==> src/rtl/mem_pkg.sv <==
// Shared types and sizing constants for the memory arbiter.
package mem_pkg;

    // Words per cache block (16-byte block of 16-bit words)
    localparam int BLOCK_WORDS = 8;
    // Byte-offset bits inside a block
    localparam int BLK_OFF_W   = 4;
    // Word-offset bits inside a block
    localparam int WORD_OFF_W  = 3;

    typedef enum logic [1:0] {
        ST_IDLE       = 2'd0,
        ST_WRITE      = 2'd1,
        ST_FILL_ISSUE = 2'd2,
        ST_FILL_WAIT  = 2'd3
    } state_t;

endpackage

==> src/rtl/rr_arb2.sv <==
// Two-way round-robin pick between the D-cache and I-cache fill requests.
// Index 0 is the D-cache, index 1 is the I-cache. On a tie the requester
// that was not served last wins; the pointer moves only when a grant is
// actually taken (i_en high).
module rr_arb2 (
    input  logic       clk,
    input  logic       rst,
    input  logic [1:0] i_req,
    input  logic       i_en,
    output logic [1:0] o_gnt
);

    logic r_last_1;

    // Pick a winner; a lone request always wins, a tie goes against r_last_1
    always_comb begin
        o_gnt = 2'b00;
        if (i_en) begin
            if (i_req == 2'b11) begin
                o_gnt = r_last_1 ? 2'b01 : 2'b10;
            end else begin
                o_gnt = i_req;
            end
        end
    end

    // Remember who was served last; reset says the I-cache was, so D wins first
    always_ff @(posedge clk or posedge rst) begin
        if (rst) begin
            r_last_1 <= 1'b1;
        end else if (o_gnt[1]) begin
            r_last_1 <= 1'b1;
        end else if (o_gnt[0]) begin
            r_last_1 <= 1'b0;
        end
    end

endmodule

==> src/rtl/mem_arbiter.sv <==
// Main-memory arbiter for a write-through D-cache and two block-fill requesters.
//
// state         | meaning
// --------------+-------------------------------------------------------------
// ST_IDLE       | no memory command; the only state that samples requests
// ST_WRITE      | one-cycle write-through of the latched D-cache write
// ST_FILL_ISSUE | issuing the 8 word reads of a block, one per cycle
// ST_FILL_WAIT  | all reads issued, collecting the remaining read returns
module mem_arbiter #(
    parameter int AWIDTH      = 16,
    parameter int DWIDTH      = 16,
    parameter int BLOCK_WORDS = mem_pkg::BLOCK_WORDS
) (
    input  logic              clk,
    input  logic              rst,
    input  logic              d_wr_req,
    input  logic [AWIDTH-1:0] d_wr_addr,
    input  logic [DWIDTH-1:0] d_wr_data,
    input  logic              d_miss_req,
    input  logic [AWIDTH-1:0] d_miss_addr,
    input  logic              i_miss_req,
    input  logic [AWIDTH-1:0] i_miss_addr,
    output logic              mem_en,
    output logic              mem_wr,
    output logic [AWIDTH-1:0] mem_addr,
    output logic [DWIDTH-1:0] mem_wdata,
    input  logic [DWIDTH-1:0] mem_rdata,
    input  logic              mem_rvalid,
    output logic [DWIDTH-1:0] fill_data,
    output logic [2:0]        fill_word,
    output logic              d_fill_valid,
    output logic              i_fill_valid,
    output logic              d_fill_done,
    output logic              i_fill_done,
    output logic              d_wr_ack
);
    import mem_pkg::*;

    localparam logic [WORD_OFF_W-1:0] LAST_WORD = WORD_OFF_W'(BLOCK_WORDS - 1);

    state_t                  r_state;
    logic [AWIDTH-1:0]       r_addr;
    logic [DWIDTH-1:0]       r_wdata;
    logic [WORD_OFF_W-1:0]   r_issue_cnt;
    logic [WORD_OFF_W-1:0]   r_rx_cnt;
    logic                    r_gnt_i;

    logic [1:0]              w_gnt;
    logic                    w_arb_en;
    logic                    w_filling;
    logic                    w_rx;
    logic                    w_rx_last;

    // Writes outrank fills, so the fill pointer only advances when no write is pending
    assign w_arb_en  = (r_state == ST_IDLE) && !d_wr_req;
    assign w_filling = (r_state == ST_FILL_ISSUE) || (r_state == ST_FILL_WAIT);
    assign w_rx      = w_filling && mem_rvalid;
    assign w_rx_last = w_rx && (r_rx_cnt == LAST_WORD);

    rr_arb2 u_rr_arb2 (
        .clk   (clk),
        .rst   (rst),
        .i_req ({i_miss_req, d_miss_req}),
        .i_en  (w_arb_en),
        .o_gnt (w_gnt)
    );

    // Sequencing: grant from IDLE, count issued and returned words, finish on the 8th return
    always_ff @(posedge clk or posedge rst) begin
        if (rst) begin
            r_state     <= ST_IDLE;
            r_addr      <= '0;
            r_wdata     <= '0;
            r_issue_cnt <= '0;
            r_rx_cnt    <= '0;
            r_gnt_i     <= 1'b0;
        end else begin
            unique case (r_state)
                ST_IDLE: begin
                    r_issue_cnt <= '0;
                    r_rx_cnt    <= '0;
                    if (d_wr_req) begin
                        r_state <= ST_WRITE;
                        r_addr  <= d_wr_addr;
                        r_wdata <= d_wr_data;
                    end else if (w_gnt[0]) begin
                        r_state <= ST_FILL_ISSUE;
                        r_addr  <= d_miss_addr;
                        r_gnt_i <= 1'b0;
                    end else if (w_gnt[1]) begin
                        r_state <= ST_FILL_ISSUE;
                        r_addr  <= i_miss_addr;
                        r_gnt_i <= 1'b1;
                    end
                end
                ST_WRITE: begin
                    r_state <= ST_IDLE;
                end
                ST_FILL_ISSUE, ST_FILL_WAIT: begin
                    if (r_state == ST_FILL_ISSUE) begin
                        if (r_issue_cnt == LAST_WORD) begin
                            r_issue_cnt <= '0;
                            r_state     <= ST_FILL_WAIT;
                        end else begin
                            r_issue_cnt <= r_issue_cnt + 3'd1;
                        end
                    end
                    // A zero-latency memory could finish while still issuing; the return wins
                    if (w_rx) begin
                        if (w_rx_last) begin
                            r_rx_cnt    <= '0;
                            r_issue_cnt <= '0;
                            r_state     <= ST_IDLE;
                        end else begin
                            r_rx_cnt <= r_rx_cnt + 3'd1;
                        end
                    end
                end
                default: begin
                    r_state <= ST_IDLE;
                end
            endcase
        end
    end

    // Memory command and fill return outputs; everything is zero unless commanding or returning
    always_comb begin
        mem_en       = 1'b0;
        mem_wr       = 1'b0;
        mem_addr     = '0;
        mem_wdata    = '0;
        d_wr_ack     = 1'b0;
        fill_data    = '0;
        fill_word    = '0;
        d_fill_valid = 1'b0;
        i_fill_valid = 1'b0;
        d_fill_done  = 1'b0;
        i_fill_done  = 1'b0;

        if (r_state == ST_WRITE) begin
            mem_en    = 1'b1;
            mem_wr    = 1'b1;
            mem_addr  = r_addr;
            mem_wdata = r_wdata;
            d_wr_ack  = 1'b1;
        end else if (r_state == ST_FILL_ISSUE) begin
            mem_en   = 1'b1;
            mem_addr = {r_addr[AWIDTH-1:BLK_OFF_W], r_issue_cnt, 1'b0};
        end

        // Read returns pass straight through to whichever cache owns the fill
        if (w_rx) begin
            fill_data    = mem_rdata;
            fill_word    = r_rx_cnt;
            d_fill_valid = !r_gnt_i;
            i_fill_valid = r_gnt_i;
            d_fill_done  = w_rx_last && !r_gnt_i;
            i_fill_done  = w_rx_last && r_gnt_i;
        end
    end

endmodule

==> config.mk <==
export PLATFORM = sky130hd
export DESIGN_NAME = mem_arbiter
export DESIGN_NICKNAME = d
export VERILOG_FILES = /design/src/rtl/mem_pkg.sv /design/src/rtl/rr_arb2.sv /design/src/rtl/mem_arbiter.sv
export SDC_FILE = /design/constraint.sdc
export NUM_CORES = 1
export LEC_CHECK = 0
export ABC_AREA = 1
export CAP_MARGIN = 20
export CELL_PAD_IN_SITES_DETAIL_PLACEMENT = 0
export CELL_PAD_IN_SITES_GLOBAL_PLACEMENT = 1
export CORE_AREA = 2 2 113 115
export DETAILED_ROUTE_END_ITERATION = 8
export DIE_AREA = 0 0 115 117
export PLACE_DENSITY = 0.83
export REMOVE_ABC_BUFFERS = 1
export SLEW_MARGIN = 20
export SYNTH_ARGS = -nofsm -noshare
export SYNTH_HDL_FRONTEND = slang
export SYNTH_SLANG_ARGS = --single-unit
==> constraint.sdc <==
create_clock -name clk -period 1.7 [get_ports clk]
set_clock_uncertainty 0.15 [all_clocks]
set_input_delay 0.17 -clock clk [delete_from_list [all_inputs] [get_ports clk]]
set_output_delay 0.17 -clock clk [all_outputs]
set_load 0.02 [all_outputs]
=== Yosys cells after proc, flatten, opt, wreduce, memory -nomap -nowiden ===
Cells that the tools add are included.

* Flip-flop bits (word level): 42
* Input port bits: 86
* Output and inout bits: 58
* Word-level logic and storage cells: 73

* $add $sub $neg: 2
* Eq/ne operators: 8
* Multiplexer cells: 38
* Bitwise gates (word level): 1
* Reductions and logical operators: 17

{| class="wikitable"
|+ Operators with widths
! cell !! number
|-
| 16-bit 2-to-1 mux || 7
|-
| 3-bit 2-to-1 mux || 7
|-
| 2-bit 2-to-1 mux || 10
|-
| 3-bit case mux with 2 select lines || 2
|-
| 1-bit 2-to-1 mux || 11
|-
| 3-bit by 1-bit adder with 3-bit output (second input constant) || 2
|-
| 2-bit == test (second input constant) || 3
|-
| 3-bit == test (second input constant) || 2
|-
| 2-bit case mux with 3 select lines || 1
|-
| 2-bit AND reduction || 3
|-
| 1-bit logical AND || 5
|-
| 4-bit by 2-bit inequality test with 1-bit output (second input constant) || 1
|-
| 2-bit nonzero test || 2
|-
| 3-bit AND reduction || 1
|-
| 3-bit nonzero test || 1
|-
| 2-bit by 1-bit == test with 1-bit output (second input constant) || 1
|-
| 1-bit zero test || 2
|-
| 2-bit zero test || 1
|-
| 2-bit inequality test (second input constant) || 1
|-
| 2-bit OR reduction || 1
|-
| 1-bit logical OR || 1
|-
| 1-bit inverter || 1
|}

=== Depth between registers and ports, before layout ===
Gate-level depths: netlist of run 1.

* Depth in word-level cells: 7
* Depth in mapped cells: 13
* Gate-level depth less buffers: 10

=== Modules after synthesis ===
A second synthesis of run 1 with hierarchy kept.

* Cell total of the unflattened synthesis: 470
* Area total of the unflattened synthesis: 2,889.0 um^2

{| class="wikitable"
|+ Modules (own cells, without submodules)
! module !! instances !! cells each !! area an instance (um^2) !! seq. area each (um^2)
|-
| mem_arbiter || 1 || 458 || 2,820.2 || 1,026.0
|-
| rr_arb2 || 1 || 12 || 68.8 || 26.3
|}

=== Worst setup path before layout of run 1 ===
No wires, ideal clock.

* Path kind: reg2out
* Start: register r_state[0]
* End: output port d_fill_valid
* Arrival time: 1,532 ps
* Data required time: 1,380 ps
* Setup slack: -152 ps
* Stages on the path, launching flop included: 8
* Path buffers: 1
* Cells stage by stage: dfrtp_1 -> inv_1 -> ha_1 -> inv_1 -> nand2_1 -> nand2_1 -> clkbuf_1 -> nor2_1

* Longest elaborated chain between the ends: 4
* Elaborated cells between the ends (all ways): 5
* Classes of those cells: eq/ne (2); mux (1); reduce/logical (2)

{| class="wikitable"
|+ RTL lines
! what !! line !! text
|-
| start, declared || mem_arbiter.sv:41 || <nowiki>state_t r_state;</nowiki>
|-
| start signal, assigned || mem_arbiter.sv:71 || <nowiki>r_state <= ST_IDLE;</nowiki>
|-
| start signal, assigned || mem_arbiter.sv:83 || <nowiki>r_state <= ST_WRITE;</nowiki>
|-
| start signal, assigned || mem_arbiter.sv:87 || <nowiki>r_state <= ST_FILL_ISSUE;</nowiki>
|-
| 2-bit == test || mem_arbiter.sv:56 || <nowiki>assign w_filling = (r_state == ST_FILL_ISSUE) || (r_state == ST_FILL_WAIT);</nowiki>
|-
| 1-bit logical OR (*) || mem_arbiter.sv:56 ||
|-
| 1-bit logical AND (*) || mem_arbiter.sv:57 || <nowiki>assign w_rx = w_filling && mem_rvalid;</nowiki>
|-
| 1-bit 2-to-1 mux (*) || mem_arbiter.sv:152 || <nowiki>if (w_rx) begin</nowiki>
|-
| end, declared || mem_arbiter.sv:31 || <nowiki>output logic d_fill_valid,</nowiki>
|}

Mark *: on every way between the ends. The rest lies on a longest branch, timed or not.

=== Worst setup path after layout of run 1 ===
* Start: register r_state[0]
* End: output port fill_data[6]

* Longest elaborated chain between the ends: 4
* Elaborated cells between the ends (all ways): 5
* Classes of those cells: eq/ne (2); mux (1); reduce/logical (2)

{| class="wikitable"
|+ RTL lines
! what !! line !! text
|-
| 2-bit == test || mem_arbiter.sv:56 ||
|-
| 1-bit logical OR (*) || mem_arbiter.sv:56 ||
|-
| 1-bit logical AND (*) || mem_arbiter.sv:57 ||
|-
| 16-bit 2-to-1 mux (*) || mem_arbiter.sv:152 ||
|-
| end, declared || mem_arbiter.sv:29 || <nowiki>output logic [DWIDTH-1:0] fill_data,</nowiki>
|}

Marked as above.

==> results.txt, run 1 <==
----------------------------------------------------
[Power]
  Peak ir drop on the vdd network ... 522 uV
  Power per standard cell area ... 1580 nW/um^2
  Leakage dissipation ... 0.00305 uW

[Detailed routing]
  Starting DRT DRC Count ... 96
  Number of nets with antenna violations after detailed routing ... 0
  Wire length after detailed routing ... 10300 um
  Via-to-Cell Ratio ... 4.33
  Count of TritonRoute iterations in the first routing pass ... 5
  DRC violation count after routing ... 0
  WL per Instance ... 13.4 um
  Vias after detailed routing ... 3336

[Floorplan]
  Core Footprint ... 12300 um^2
  Number of core rows ... 41
  Die outline height ... 117 um
  Total die area ... 13500 um^2
  Initial cell density of the core ... 23.3%
  Width of the die ... 115 um
  Number of top-level design ports ... 144

[STA]
  Top achievable clock speed ... 489 MHz
  Max Transition Viols Final ... 0
  Post-route setup TNS ... -17.42 ns
  Share of the clock period used by the worst path after layout ... 120%
  Final Hold Vio Count ... 0
  Worst path setup slack after routing ... -0.346 ns
  Count of endpoints failing setup in the final report ... 92
  Worst hold slack across all endpoints ... 0.0696 ns
  Minimum clock period ... 2.05 ns
  Unrepaired setup endpoints after global routing ... true
  Worst rel slew slack ... 73.8%
  Least-Margin Pin Slew ... 0.392 ns

[CTS]
  Total of hold buffers inserted after clock tree synthesis ... 0
  Clock slew at reported path FFs ... 0.06 ns
  TritonCTS clock tree ... done
  CTS buffer count ... 5
  Root Buffer ... clkbuf_16
  Sink count of the clock tree ... 42
  H-tree depth ... 2
  Clock tree buffer depth ... 2
  Clock latency on the worst-skew pair ... 0.27 ns

[Global route]
  Initial antenna violation count ... 0
  Aggregate global routing overflow ... 0
  Pin count of the biggest net entering global routing ... 24
  Vias in the first global route ... 3389
  Gr usage total ... 14.1%
  Global-route wire length before repair ... 15400 um

[Layout]
  Sequential cell area ... 1050 um^2
  Number of inserted filler cells in the final layout ... 1166
  Fraction of layout instances using a drive strength above 1 ... 39.8%
  Net count, final ... 716
  Number of antenna diodes ... 0
  Syn-to-layout area delta ... 103%
  Non-filler cells in the finished layout ... 771
  Footprint of the multi-input gates ... 1910 um^2

[Synth]
  Post-synth top flop ... dfrtp_1
  Number of synthesized flops with an enable pin ... 0
  Register area share after synthesis ... 36.7%
  Main area contributors after synthesis ... dfrtp_1, nand2_1, inv_1, mux2_2, nor2_1
  Yosys warnings ... 0
  Share of synthesized flip-flops with an asynchronous set or reset ... 100%
  Number of synthesized register bits ... 42
  Biggest area consumer among synthesized cells ... dfrtp_1
  Cell area after synthesis ... 2870 um^2
  Mapped Avg Cell Area ... 6.80 um^2
  Number of library cell types mapped by synthesis ... 23
  Leading cell type by number of instances after synthesis ... nand2_1
  Fraction of synthesized cell area taken by the top area cell type ... 35.8%
  Most instantiated cells after synthesis ... nand2_1, inv_1, nor2_1
  Cell count after synthesis ... 422

[Critical path]
  Required time reported for the critical path endpoint ... 1.38 ns
  Launch point of the worst path ... r_state[0]
  Category of the worst setup path launch point ... flip-flop
  Slowest CP cell ... dfrtp_1
  R2R Path Start ... r_state[1]
  Crit-path max cell delay ... 0.40 ns
  Crit Path Class ... flip-flop to primary output
  Element type at the critical path end ... primary output
  CP cell instances ... buf_6, buf_6, ha_4, inv_4, nand2_4, nand2_8, buf_12, buf_16, nor2_4, buf_6
  Data arrival time of the critical path ... 1.73 ns
  Critical path peak fanout ... 5
  Most common cell type on the critical path ... buf_6

[Placement]
  Placement Setup Slack ... -0.759 ns
  Routability Congestion ... 0.785
  Input/output buffers ... 143
  Total half-perimeter wirelength after legalization and detailed placement ... 7030 um
  Number of placed cells counting well taps ... 732

[Run status]
  Status ... finished with violations
  Violations in the final reports ... negative setup slack

[Hold path]
  Type of the most critical hold path ... primary input to asynchronous set/reset pin

[Job]
  Max-cap violations ... 0

----------------------------------------------------
==> per-stage QoR <==
step                      power, uW  instance area (um^2)  util, %
after detailed placement       6010                  4670     38.0
after global routing           9810                  5830     47.4
after CTS                      8020                  5250     42.7
after global placement         5920                  4670     38.0
final                          9200                  5830     47.4
after floorplan                3960                  2750        -
==> registers in the layout, indices dropped and copies added, names as in the netlist <==
| register | count |
|---|---|
| r_addr | 16 |
| r_gnt_i | 1 |
| r_issue_cnt | 3 |
| r_rx_cnt | 3 |
| r_state | 2 |
| r_wdata | 16 |
| u_rr_arb2.r_last_1 | 1 |
==> worst paths after layout <==
kind | to | slack, ns | depth (start not counted)
worst max-delay path | fill_data[6] | -0.35 | 10
worst min-delay path | r_addr[1] | 0.07 | 2
worst max register to register | r_addr[0] | -0.22 | 11
worst min register to register | r_addr[14] | 0.34 | 2
max in group asynchronous | r_addr[11] | 0.87 | 3
min in group clk | r_addr[14] | 0.34 | 2
==> layout by cell type, fill, tap and decap left out, drive strengths merged, types with 2 or more instances in the layout <==
cell type / instances
ha: 10
o21ai: 9
nor3: 2
clkdlybuf4s50: 85
mux2: 16
nand2: 133
a21oi: 2
dfrtp: 41
clkbuf: 8
nand3: 31
nand4: 17
buf: 123
inv: 96
nor2: 43
==> final cells by class <==
type	instances	area share (%)
clock inverters	2	0.644
repair buffers	210	36.8
multi-input cells	264	32.7
clock buffers	6	2.21
flip-flops and latches	42	18.0
inverters	97	6.46
well taps	150	3.22
==> worst max-delay path: cells and delay by family (launching register included) <==
kind                     cells  cell delay, ns
adder cells (fa/ha/maj)      1            0.13
buffers and inverters        6            0.66
flip-flops                   1            0.40
AND/OR/NAND/NOR              3            0.26
==> layer usage <==
metal | track usage [%] | part of all wire (%)
met5 | 0 | 0
met4 | 4.58 | 2.1
met3 | 2.32 | 5.6
met2 | 26.8 | 53
met1 | 16.1 | 40
==> cell families (layout without fill, tap and decap cells) <==
group	after synthesis	after routing	synth area share [%]
buffers and inverters	116	315	17.0
AOI/OAI and AO/OA	12	12	2.18
and+or+nand+nor	226	226	33.5
adders and majority gates	10	10	4.36
DFF	42	42	36.7
muxes	16	16	6.28
==> power breakdown <==
| part | internal, uW | switching [uW] | total (uW) | leakage, uW |
|---|---|---|---|---|
| clock | 693 | 375 | 1070 | 0.0000771 |
| combinational | 3190 | 3090 | 6280 | 0.00245 |
| sequential | 1490 | 365 | 1860 | 0.000517 |
==> timing repair <==
action	CTS	global route
gates resized for setup	360	140
gates cloned	4	2
pin swaps	11	32
hold endpoints to repair	0	0
buffers inserted	20	9
endpoints found under the setup margin	99	97
Note: power is estimated with default switching activity, not from simulation.
==> inputs of run 2 (changes only) <==
Clock period 1.7 ns to 1.66 ns, I/O delays scaled along.
==> run 2 against run 1 <==
Compared with the run above:
- the run still ends with negative setup slack left
- first-iteration DRC count rose by 9.4%
- combinational power rose by 18%
- die area did not move
- routed wire length rose by 6.4%
- register-to-register slack got worse by 0.03 ns
==> results.txt, run 2 (same netlist as run 1, synthesis figures left out) <==
----------------------------------------------------
[CTS]
  CTS buffer count ... 5
  Clock slew at reported path FFs ... 0.06 ns
  H-tree depth ... 2
  Clock latency on the worst-skew pair ... 0.28 ns
  Sink count of the clock tree ... 42
  Root Buffer ... clkbuf_16
  Clock tree buffer depth ... 2
  TritonCTS clock tree ... done

[Floorplan]
  Width of the die ... 115 um
  Die outline height ... 117 um
  Total die area ... 13500 um^2
  Number of core rows ... 41
  Core Footprint ... 12300 um^2
  Number of top-level design ports ... 144
  Initial cell density of the core ... 23.3%

[Power]
  Combinational cell fraction of total power ... 69.4%
  Proportion of power drawn by the clock network ... 11.8%
  Power per standard cell area ... 1730 nW/um^2
  Sw frac ... 41.9%
  Leakage dissipation ... 0.00321 uW
  Net switching power ... 4490 uW
  Peak ir drop on the vdd network ... 693 uV
  Internal Pwr Total ... 6230 uW
  Proportion of power drawn by flip-flops and latches ... 18.8%

[Global route]
  Gr usage total ... 14.7%
  Pin count of the biggest net entering global routing ... 22
  Vias in the first global route ... 3407
  Global-route wire length before repair ... 15800 um
  Initial antenna violation count ... 0
  Aggregate global routing overflow ... 0

[STA]
  Share of the clock period used by the worst path after layout ... 120%
  Unrepaired setup endpoints after global routing ... true
  Top achievable clock speed ... 502 MHz
  Least-Margin Pin Slew ... 0.399 ns
  Worst path setup slack after routing ... -0.330 ns
  Max Transition Viols Final ... 0
  Minimum clock period ... 1.99 ns
  Final Hold Vio Count ... 0
  Count of endpoints failing setup in the final report ... 94
  Worst rel slew slack ... 73.3%
  Worst hold slack across all endpoints ... 0.0995 ns

[Layout]
  Syn-to-layout area delta ... 117%
  Most common cell after layout, fill and taps aside ... nand2_1
  Net count, final ... 724
  Number of antenna diodes ... 0
  Cell area after layout ... 6210 um^2
  Fraction of layout instances using a drive strength above 1 ... 45.9%
  Commonest cells after routing, fill and taps aside ... nand2_1, clkdlybuf4s50_1, buf_6
  Largest registers ... r_addr x16, r_wdata x16

[Detailed routing]
  Number of nets with antenna violations after detailed routing ... 0
  Vias after detailed routing ... 3388
  Starting DRT DRC Count ... 105
  Count of TritonRoute iterations in the first routing pass ... 4
  WL per Instance ... 14.1 um
  DRC violation count after routing ... 0
  Via-to-Cell Ratio ... 4.35
  Wire length after detailed routing ... 11000 um

[Critical path]
  Data arrival time of the critical path ... 1.67 ns
  Element type at the critical path end ... primary output
  R2R Path Start ... r_state[0]
  Category of the worst setup path launch point ... flip-flop
  Required time reported for the critical path endpoint ... 1.34 ns
  Worst reg2reg path endpoint ... r_addr[9]
  Crit Path Class ... flip-flop to primary output
  Critical path peak fanout ... 5
  Number of cells on the worst reg-to-reg path ... 11
  Slack of the worst reg-to-reg path ... -0.25 ns

[Placement]
  Routability Congestion ... 0.790
  Total half-perimeter wirelength after legalization and detailed placement ... 7080 um
  Placement Setup Slack ... -0.788 ns
  Placed inst area ... 4680 um^2
  Input/output buffers ... 143

[Hold path]
  Type of the most critical hold path ... primary input to asynchronous set/reset pin

[Job]
  Max-cap violations ... 0

[Run status]
  Violations in the final reports ... negative setup slack
  Status ... finished with violations

----------------------------------------------------
[run 2: changes by cell type in the layout (fill, tap and decap cells not counted), sizes merged]
cell and delta:
buf +8, clkbuf -1, clkinvlp -1, clkinv +1, bufinv +1
[run 2: power groups by stage]
stage          Sequential, uW  Clock [uW]  Combinational [uW]
6_report                 2010        1270                7440
2_1_floorplan            1740           0                2310
4_1_cts                  1910        1300                6010
3_3_place_gp             1790           0                4290
3_5_place_dp             1820           0                4350
5_1_grt                  2070        1330                7950
[run 2: through the flow]
| stage | std cells | TNS (ns) | power (uW) | utilization, % |
|---|---|---|---|---|
| finish | 779 | -18.95 | 10700 | 50.5 |
| global route | 779 | -24.32 | 11400 | 50.5 |
| CTS | 770 | -18.50 | 9230 | 44.3 |
| detailed placement | 733 | -37.60 | 6180 | 38.0 |
| global placement | 733 | -34.32 | 6080 | 38.0 |
| floorplan | 403 | -27.74 | 4050 | - |
[run 2: final cells by class]
type	count	area, um^2
fill	1130	6100
timing repair buffer	218	2360
clock buffer	5	125
inverter	97	384
clock inverter	3	68.8
sequential	42	1050
multi-input combinational	264	2040
tap	150	188
[run 2: worst max path at each step]
| stage | from | endpoint | slack (ns) |
|---|---|---|---|
| finish | r_state[0] | fill_data[8] | -0.33 |
| global route | r_state[0] | r_addr[9] | -0.37 |
| CTS | r_state[0] | fill_data[8] | -0.37 |
| detailed placement | r_state[0] | mem_addr[15] | -0.79 |
| global placement | r_state[0] | mem_addr[11] | -0.74 |
| floorplan | r_state[1] | mem_addr[10] | -0.63 |
[run 2: worst max-delay path: stages (launching register included)]
cell	delay (ns)
dfrtp_2	0.43
buf_6	0.13
buf_6	0.11
ha_4	0.15
inv_4	0.07
nand2_8	0.07
nand2_8	0.09
clkbuf_16	0.17
nor2_4	0.04
buf_6	0.12
[run 2: repair_timing]
action,in CTS,in global routing
hold buffers,0,0
endpoints found under the setup margin,99,98
gates resized for setup,405,201
setup buffers,24,13
pin swaps,13,35
gates cloned,5,3
[run 2: layer usage]
layer,track usage [%],part of all wire (%)
met1,17.1,40
met4,4.18,1.5
met2,28.5,55
met3,1.54,3.7
met5,0,0
